$ cat src/rtl/wb_pkg.sv
// Shared definitions for the writeback stage and its helpers.
package wb_pkg;

    localparam int unsigned WB_DATA_W     = 16;
    localparam int unsigned WB_REG_ADDR_W = 3;
    localparam int unsigned WB_CNT_W      = 16;

    // Writeback result source select.
    typedef enum logic [1:0] {
        WB_ALU  = 2'b00,
        WB_LOAD = 2'b01,
        WB_LINK = 2'b10,
        WB_RSVD = 2'b11
    } wb_sel_e;

endpackage

$ cat src/rtl/wb_stage_load_extend.sv
// Byte select plus sign/zero extension of a raw memory read word.
// Purely combinational; also used by the MEM-side misaligned-access checker.
module load_extend
    import wb_pkg::*;
#(
    parameter int unsigned DATA_W = WB_DATA_W
) (
    input  logic [DATA_W-1:0] data_in,
    input  logic              is_byte,
    input  logic              is_unsigned,
    input  logic              addr_lsb,
    output logic [DATA_W-1:0] data_out_c
);

    localparam int unsigned BYTE_W = 8;
    localparam int unsigned EXT_W  = DATA_W - BYTE_W;

    logic [BYTE_W-1:0] byte_sel;
    logic              ext_bit;

    // Pick the addressed byte and extend it; words pass through untouched.
    always_comb begin
        byte_sel   = addr_lsb ? data_in[2*BYTE_W-1:BYTE_W] : data_in[BYTE_W-1:0];
        ext_bit    = is_unsigned ? 1'b0 : byte_sel[BYTE_W-1];
        data_out_c = data_in;
        if (is_byte) begin
            data_out_c = {{EXT_W{ext_bit}}, byte_sel};
        end
    end

endmodule

$ cat src/rtl/wb_stage.sv
// MEM/WB stage: selects the writeback result, registers the register-file
// write port, bypasses the pending write onto both decode read ports and
// counts retired instructions.
module wb_stage
    import wb_pkg::*;
#(
    parameter int unsigned DATA_W     = WB_DATA_W,
    parameter int unsigned REG_ADDR_W = WB_REG_ADDR_W,
    parameter int unsigned CNT_W      = WB_CNT_W
) (
    input  logic                  clk,
    input  logic                  rst,
    input  logic                  mem_valid,
    input  logic                  mem_reg_write,
    input  logic [REG_ADDR_W-1:0] mem_dest,
    input  logic [1:0]            mem_wb_sel,
    input  logic [DATA_W-1:0]     mem_alu_result,
    input  logic [DATA_W-1:0]     mem_load_data,
    input  logic                  mem_load_byte,
    input  logic                  mem_load_unsigned,
    input  logic                  mem_addr_lsb,
    input  logic [DATA_W-1:0]     mem_link_pc,
    input  logic                  flush,
    input  logic [REG_ADDR_W-1:0] rd_addr_1,
    input  logic [REG_ADDR_W-1:0] rd_addr_2,
    input  logic [DATA_W-1:0]     gpr_data_1,
    input  logic [DATA_W-1:0]     gpr_data_2,
    output logic                  reg_write_en,
    output logic [REG_ADDR_W-1:0] reg_write_dest,
    output logic [DATA_W-1:0]     reg_write_data,
    output logic [DATA_W-1:0]     fwd_data_1,
    output logic [DATA_W-1:0]     fwd_data_2,
    output logic [CNT_W-1:0]      retire_count,
    output logic                  wb_sel_err
);

    logic                  wb_valid_q,     wb_valid_d;
    logic                  wr_en_q,        wr_en_d;
    logic [REG_ADDR_W-1:0] wr_dest_q,      wr_dest_d;
    logic [DATA_W-1:0]     wr_data_q,      wr_data_d;
    logic [CNT_W-1:0]      retire_count_q, retire_count_d;
    logic                  sel_err_q,      sel_err_d;

    logic [DATA_W-1:0]     load_ext_c;
    logic                  capture_c;
    logic                  rsvd_c;

    load_extend #(
        .DATA_W (DATA_W)
    ) u_load_extend (
        .data_in     (mem_load_data),
        .is_byte     (mem_load_byte),
        .is_unsigned (mem_load_unsigned),
        .addr_lsb    (mem_addr_lsb),
        .data_out_c  (load_ext_c)
    );

    // Next-state: result mux, write qualification, sticky error, retire count.
    always_comb begin
        capture_c      = mem_valid & ~flush;
        rsvd_c         = (wb_sel_e'(mem_wb_sel) == WB_RSVD);

        wb_valid_d     = capture_c;
        wr_en_d        = capture_c & mem_reg_write & ~rsvd_c;
        wr_dest_d      = mem_dest;
        wr_data_d      = '0;
        sel_err_d      = sel_err_q | (capture_c & rsvd_c);
        retire_count_d = retire_count_q + CNT_W'(wb_valid_q);

        case (wb_sel_e'(mem_wb_sel))
            WB_ALU:  wr_data_d = mem_alu_result;
            WB_LOAD: wr_data_d = load_ext_c;
            WB_LINK: wr_data_d = mem_link_pc;
            default: wr_data_d = '0;
        endcase
    end

    // WB pipeline registers; reset drops any pending write immediately.
    always_ff @(posedge clk or posedge rst) begin
        if (rst) begin
            wb_valid_q     <= 1'b0;
            wr_en_q        <= 1'b0;
            wr_dest_q      <= '0;
            wr_data_q      <= '0;
            retire_count_q <= '0;
            sel_err_q      <= 1'b0;
        end else begin
            wb_valid_q     <= wb_valid_d;
            wr_en_q        <= wr_en_d;
            wr_dest_q      <= wr_dest_d;
            wr_data_q      <= wr_data_d;
            retire_count_q <= retire_count_d;
            sel_err_q      <= sel_err_d;
        end
    end

    // Same-cycle bypass: the register file has not committed the pending write yet.
    always_comb begin
        fwd_data_1 = gpr_data_1;
        fwd_data_2 = gpr_data_2;
        if (wr_en_q && (wr_dest_q == rd_addr_1)) begin
            fwd_data_1 = wr_data_q;
        end
        if (wr_en_q && (wr_dest_q == rd_addr_2)) begin
            fwd_data_2 = wr_data_q;
        end
    end

    assign reg_write_en   = wr_en_q;
    assign reg_write_dest = wr_dest_q;
    assign reg_write_data = wr_data_q;
    assign retire_count   = retire_count_q;
    assign wb_sel_err     = sel_err_q;

endmodule

$ cat config.mk
export PLATFORM = sky130hd
export DESIGN_NAME = wb_stage
export DESIGN_NICKNAME = d
export VERILOG_FILES = /design/src/rtl/wb_pkg.sv /design/src/rtl/wb_stage_load_extend.sv /design/src/rtl/wb_stage.sv
export SDC_FILE = /design/constraint.sdc
export NUM_CORES = 1
export LEC_CHECK = 0
export ABC_AREA = 1
export BUFFER_PORTS_ARGS = -buffer_cell sky130_fd_sc_hd__buf_2
export CAP_MARGIN = 5
export CORE_MARGIN = 2
export CORE_UTILIZATION = 42
export DETAILED_ROUTE_END_ITERATION = 12
export PLACE_DENSITY = 0.88
export SLEW_MARGIN = 20
export SYNTH_ARGS = -nofsm -noshare
export SYNTH_HDL_FRONTEND = slang
export SYNTH_SLANG_ARGS = --single-unit
$ cat constraint.sdc
create_clock -name clk -period 1.46 [get_ports clk]
set_input_delay 0.146 -clock clk [delete_from_list [all_inputs] [get_ports clk]]
set_output_delay 0.146 -clock clk [all_outputs]
set_load 0.02 [all_outputs]
* Word-level counts from Yosys, hierarchy flattened
Cells that the tools add are included.
** Storage, ports and cells
- Register bits :: 38
- Input port bits :: 99
- Output and inout bits :: 69
- Logic and storage cells :: 28
** Operators by class
- Add/subtract/negate cells :: 1
- Equal/unequal tests :: 5
- Mux-type cells :: 6
- Bitwise gates (word level) :: 7
- Reductions and logical operators :: 3
** Operator list (count)
- two-way mux 16 bit :: 3
- case mux 16 bit (3 select lines) :: 1
- adder 16 x 1 -> 16 bit :: 1
- two-way mux 8 bit :: 1
- == test 3 bit :: 2
- bitwise AND 1 bit :: 4
- == test 2 bit (second input constant) :: 2
- == test 2 x 1 -> 1 bit (second input constant) :: 1
- logical AND 1 bit :: 2
- zero test 2 bit :: 1
- inverter 1 bit :: 2
- two-way mux 1 bit :: 1
- OR 1 bit :: 1

* Longest topological paths before layout
- Word-level depth :: 4
- Mapped depth :: 8
- Depth with buffers taken out :: 7

* Hierarchy
A second synthesis with hierarchy kept.
** Unflattened totals
- Cells, all modules :: 376
- Area, all modules :: 2573.7 um^2
** By module, submodules not included
- wb_stage :: times used 1, cells an instance 326, area an instance 2337.2 um^2, sequential area each 950.9 um^2
- load_extend :: times used 1, cells an instance 50, area an instance 236.5 um^2, sequential area each 0.0 um^2

* Worst setup path before layout
No wires, ideal clock.
- Kind :: flip-flop to flip-flop
- From :: register retire_count_q[0] (netlist: retire_count[0])
- To :: register retire_count_q[10] (netlist: retire_count[10])
- Setup time :: 121 ps
- Arrival time :: 1350 ps
- Setup slack :: -11 ps
- Cell stages (with the launch flop) :: 7
- Period minus slack after synthesis :: 1471 ps
- Path through :: dfrtp_1 -> ha_1 -> ha_1 -> nand3_1 -> nor2_2 -> nand2_1 -> xor2_1
** On the way
- Cells in the longest elaborated chain, start to end :: 1
** RTL lines
- start, declared :: line wb_stage.sv:41 : logic [CNT_W-1:0] retire_count_q, retire_count_d;
- start signal, assigned :: line wb_stage.sv:92 : retire_count_q <= retire_count_d;
- adder 16 x 1 -> 16 bit :: line wb_stage.sv:68 : retire_count_d = retire_count_q + CNT_W'(wb_valid_q);
- net retire_count_d[10] :: line wb_stage.sv:41
The timed path passes the listed nets, and every way through them passes these cells.

* Worst setup path in the final report
- From :: register wr_dest_q[0] (netlist: reg_write_dest[0])
- To :: output port fwd_data_1[11]
** On the way
- Cells in the longest elaborated chain, start to end :: 3
** RTL lines
- start, declared :: line wb_stage.sv:39 : logic [REG_ADDR_W-1:0] wr_dest_q, wr_dest_d;
- start signal, assigned :: line wb_stage.sv:90 : wr_dest_q <= wr_dest_d;
- == test 3 bit :: line wb_stage.sv:101 : if (wr_en_q && (wr_dest_q == rd_addr_1)) begin
- logical AND 1 bit :: line wb_stage.sv:101
- two-way mux 16 bit :: line wb_stage.sv:101
- end, declared :: line wb_stage.sv:31 : output logic [DATA_W-1:0] fwd_data_1,
Every way passes these cells.

==> results.ini <==
[outcome]
status=finished with violations
violations=setup timing

[timing]
skew_ps=5.553
setup_violations=32
timing.slew.headroom_pct=68.30
period_needed_ps=1870
worstMarginPinSlew_ps=475.6
hold_violations=0
drv_slew=0
worst_slack_ps=-410.2
fmax_ghz=0.5347
rsz0062_at_grt=yes
finalCritPeriodShare_pct=128.1

[clock_network]
clk_pin_slew_ps=80
cts.sinks=38
clock_path_buffers=2
cts_tree=done
cts_buffers=5
clock_latency_ps=280
clockRootBuffer=clkbuf_8
h-tree-depth=2

[worst_setup_path]
cp_top_family=simple AND/OR/NAND/NOR gates
worst-path-buf-inv=3
crit_type=flop to output port
critPathLaunchType=flop
critPathMaxFanout=5
crit_path_top_delay_cell=dfrtp_1
cp_cell_sequence=nand2_1, nand2_2, nor2_4, buf_12, buf_6, nand3_1, nand2_2, buf_6
crit_start=reg_write_dest[0]$_DFF_PP0_
slowest_delay_ps=430
r2r_slack_ps=110
crit_path_end_kind=output port
reg2reg_from=retire_count[0]$_DFF_PP0_
r2r_end=retire_count[10]$_DFF_PP0_
cp.required_ps=1310
cp.depth=8
endpoint=fwd_data_1[11]
crit_arrival_ps=1720
r2r.worst_path.cells=6

[final_layout]
fillers=374
design_area_mm2=0.004247
fin_cells=626
area_delta_synth_final_pct=72.63
final_util_pct=76.18
fin_nets=654
diodes=0
layout-drive-gt1-share_pct=49.28

[global_route]
grt_pass1_wl_mm=15.13
antenna_found_initial=0
grt_overflow=0
grt_pass1_vias=3059
grt_max_degree=39
grtUsageTotal_pct=30.49

[floorplanning]
start_util_pct=44.13
die_area_mm2=0.006485
io-pin-count=168
rows=27
fp.coreArea_mm2=0.005574
chipWidth_um=80.53
die_y_um=80.53

[yosys]
ys_top_cells_by_area=dfrtp_1 (39%), nand2_1 (24%), nand3_1 (11%)
synthesis.nets=460
syn-cell-area_mm2=0.002460
yosysSeqAreaShare_pct=38.66
syn_inst=359
avgSynthCellArea_um2=6.852
yosysWarnings=0
ys_seq_elements=38
yosysTopAreaCell=dfrtp_1
yosysUniqueCellTypes=23
synth_top_area_share_pct=38.66

[placed_design]
dp_hpwl_mm=6.313
portBuffers=167
dp.cells=597
placedInstanceArea_mm2=0.003392
place.gp.congestion=0.9386

[power]
power_frac_comb_pct=33.1
swShare_pct=33.99
net-switching-power_mw=1.218
ir_worst_vdd_v=0.0009331
finalPower_mw=3.582
seqPwrFrac_pct=37.5
p_leak_nw=2.293
power.internal_mw=2.364
p_per_area_mw_per_mm2=843.4
clock_power_share_pct=29.3

[drt]
drtIter0Drc=228
drc=0
first_pass_iters=5
vias_per_cell=5.369
wl_per_cell_um=17.17
drt.antenna.violating_nets=0
vias=3361
wirelength_mm=10.75

[min_path]
hold_class=primary input to flop

[flow_run]
max_cap_violations=0

## repair_timing
| action | in CTS | in global routing |
|---|---|---|
| gates cloned | 4 | 1 |
| pin swaps | 18 | 12 |
| hold buffers | 5 | 0 |
| resized for setup | 100 | 31 |
| setup buffers | 7 | 4 |
| endpoints found under the setup margin | 32 | 37 |
| hold endpoints to repair | 42 | 0 |
## cells by family (layout without fill, tap and decap cells)
kind of cell	Yosys count	after routing	synth area share, %
AND/OR/NAND/NOR	248	250	44.51
buffers and inverters	44	237	8.240
flip-flops	38	38	38.66
AO/OA/AOI/OAI	18	18	4.374
XOR/XNOR	9	9	3.204
adder cells (fa/ha/maj)	2	2	1.017
## area by class of cell
type	instances	area, um2	area share [%]
Clock buffer	5	68.82	1.621
Clock inverter	3	68.82	1.621
Inverter	34	127.6	3.005
Multi-Input combinational cell	279	1562	36.77
Sequential cell	38	952.2	22.42
Tap cell	72	90.09	2.121
Timing Repair Buffer	195	1378	32.44
## per-layer routing
metal / share of wire [%] / vias up / track usage [%]
met5: 0 / - / 0
met4: 5.6 / 0 / 16.10
met3: 9.6 / 71 / 10.56
met2: 49 / 259 / 49.67
met1: 36 / 1507 / 35.16
li1: - / 1524 / -
## cells in the final DEF, fill, tap and decap left out
cell,Yosys,final
inv_2,2,2
clkbuf_16,0,1
nand3_1,55,43
clkinv_4,0,1
o21bai_1,1,1
dfrtp_1,38,37
xor2_1,5,5
inv_1,32,32
buf_2,3,136
nor2_8,2,2
clkbuf_8,0,5
nand3_4,0,1
o21ai_0,2,1
nor2_1,19,18
o21ai_1,1,2
buf_16,0,1
nand2_8,0,2
bufinv_16,0,2
nand3_2,0,11
xnor2_1,4,4
nor2_2,4,4
nor2_4,2,3
buf_12,0,7
buf_6,2,31
nand2_1,155,113
o211ai_1,6,6
nand4_1,4,4
nand2_4,2,9
buf_4,5,14
dfrtp_2,0,1
ha_1,2,2
a21oi_1,8,8
nand2_2,5,40
dlygate4sd3_1,0,5
## flip-flops by register name, indices dropped and copies added (netlist names)
register        flops
reg_write_data     16
reg_write_dest      3
retire_count       16
wb_valid_q          1
reg_write_en        1
wb_sel_err          1
## cell usage after synthesis
cell / n
a21oi_1: 8
buf_2: 3
buf_4: 5
buf_6: 2
dfrtp_1: 38
ha_1: 2
inv_1: 32
inv_2: 2
nand2_1: 155
nand2_2: 5
nand2_4: 2
nand3_1: 55
nand4_1: 4
nor2_1: 19
nor2_2: 4
nor2_4: 2
nor2_8: 2
o211ai_1: 6
o21ai_0: 2
o21ai_1: 1
o21bai_1: 1
xnor2_1: 4
xor2_1: 5
## how the worst min path moves through the flow
| stage | startpoint | to | depth (start not counted) |
|---|---|---|---|
| after global placement | mem_dest[2] | reg_write_dest[2]$_DFF_PP0_ | 1 |
| after global routing | mem_alu_result[8] | reg_write_data[8]$_DFF_PP0_ | 3 |
| final | mem_valid | wb_valid_q$_DFF_PP0_ | 3 |
| after CTS | mem_valid | wb_valid_q$_DFF_PP0_ | 3 |
| after floorplan | mem_dest[0] | reg_write_dest[0]$_DFF_PP0_ | 0 |
| after detailed placement | mem_dest[2] | reg_write_dest[2]$_DFF_PP0_ | 1 |
## stage by stage
| step | hold slack, ps | setup TNS [ps] | worst slack, ps |
|---|---|---|---|
| finish | 71.03 | -9134 | -410.2 |
| global route | 78.69 | -11730 | -506.1 |
| CTS | 58.19 | -6491 | -222.2 |
| detailed placement | 255.7 | -1.051 | -1.051 |
| global placement | 254.6 | 0 | 69.37 |
| floorplan | 177.4 | 0 | 41.44 |
## worst reg2reg max path, cell delays in order, from the launching register on
cell and delay (ps):
dfrtp_2 370, ha_1 170, ha_1 200, nand3_2 140, nor2_4 150, nand2_1 80, xor2_1 140
## power by group through the flow
stage / sequential [mW] / clock [mW] / combinational [mW]
after global placement: 1.33 / 0 / 0.920
after detailed placement: 1.34 / 0 / 0.938
final: 1.34 / 1.05 / 1.19
after global routing: 1.36 / 1.11 / 1.26
after floorplan: 1.46 / 0 / 0.382
after CTS: 1.32 / 1.08 / 1.10
No activity file was read; power rests on OpenSTA's default activity.
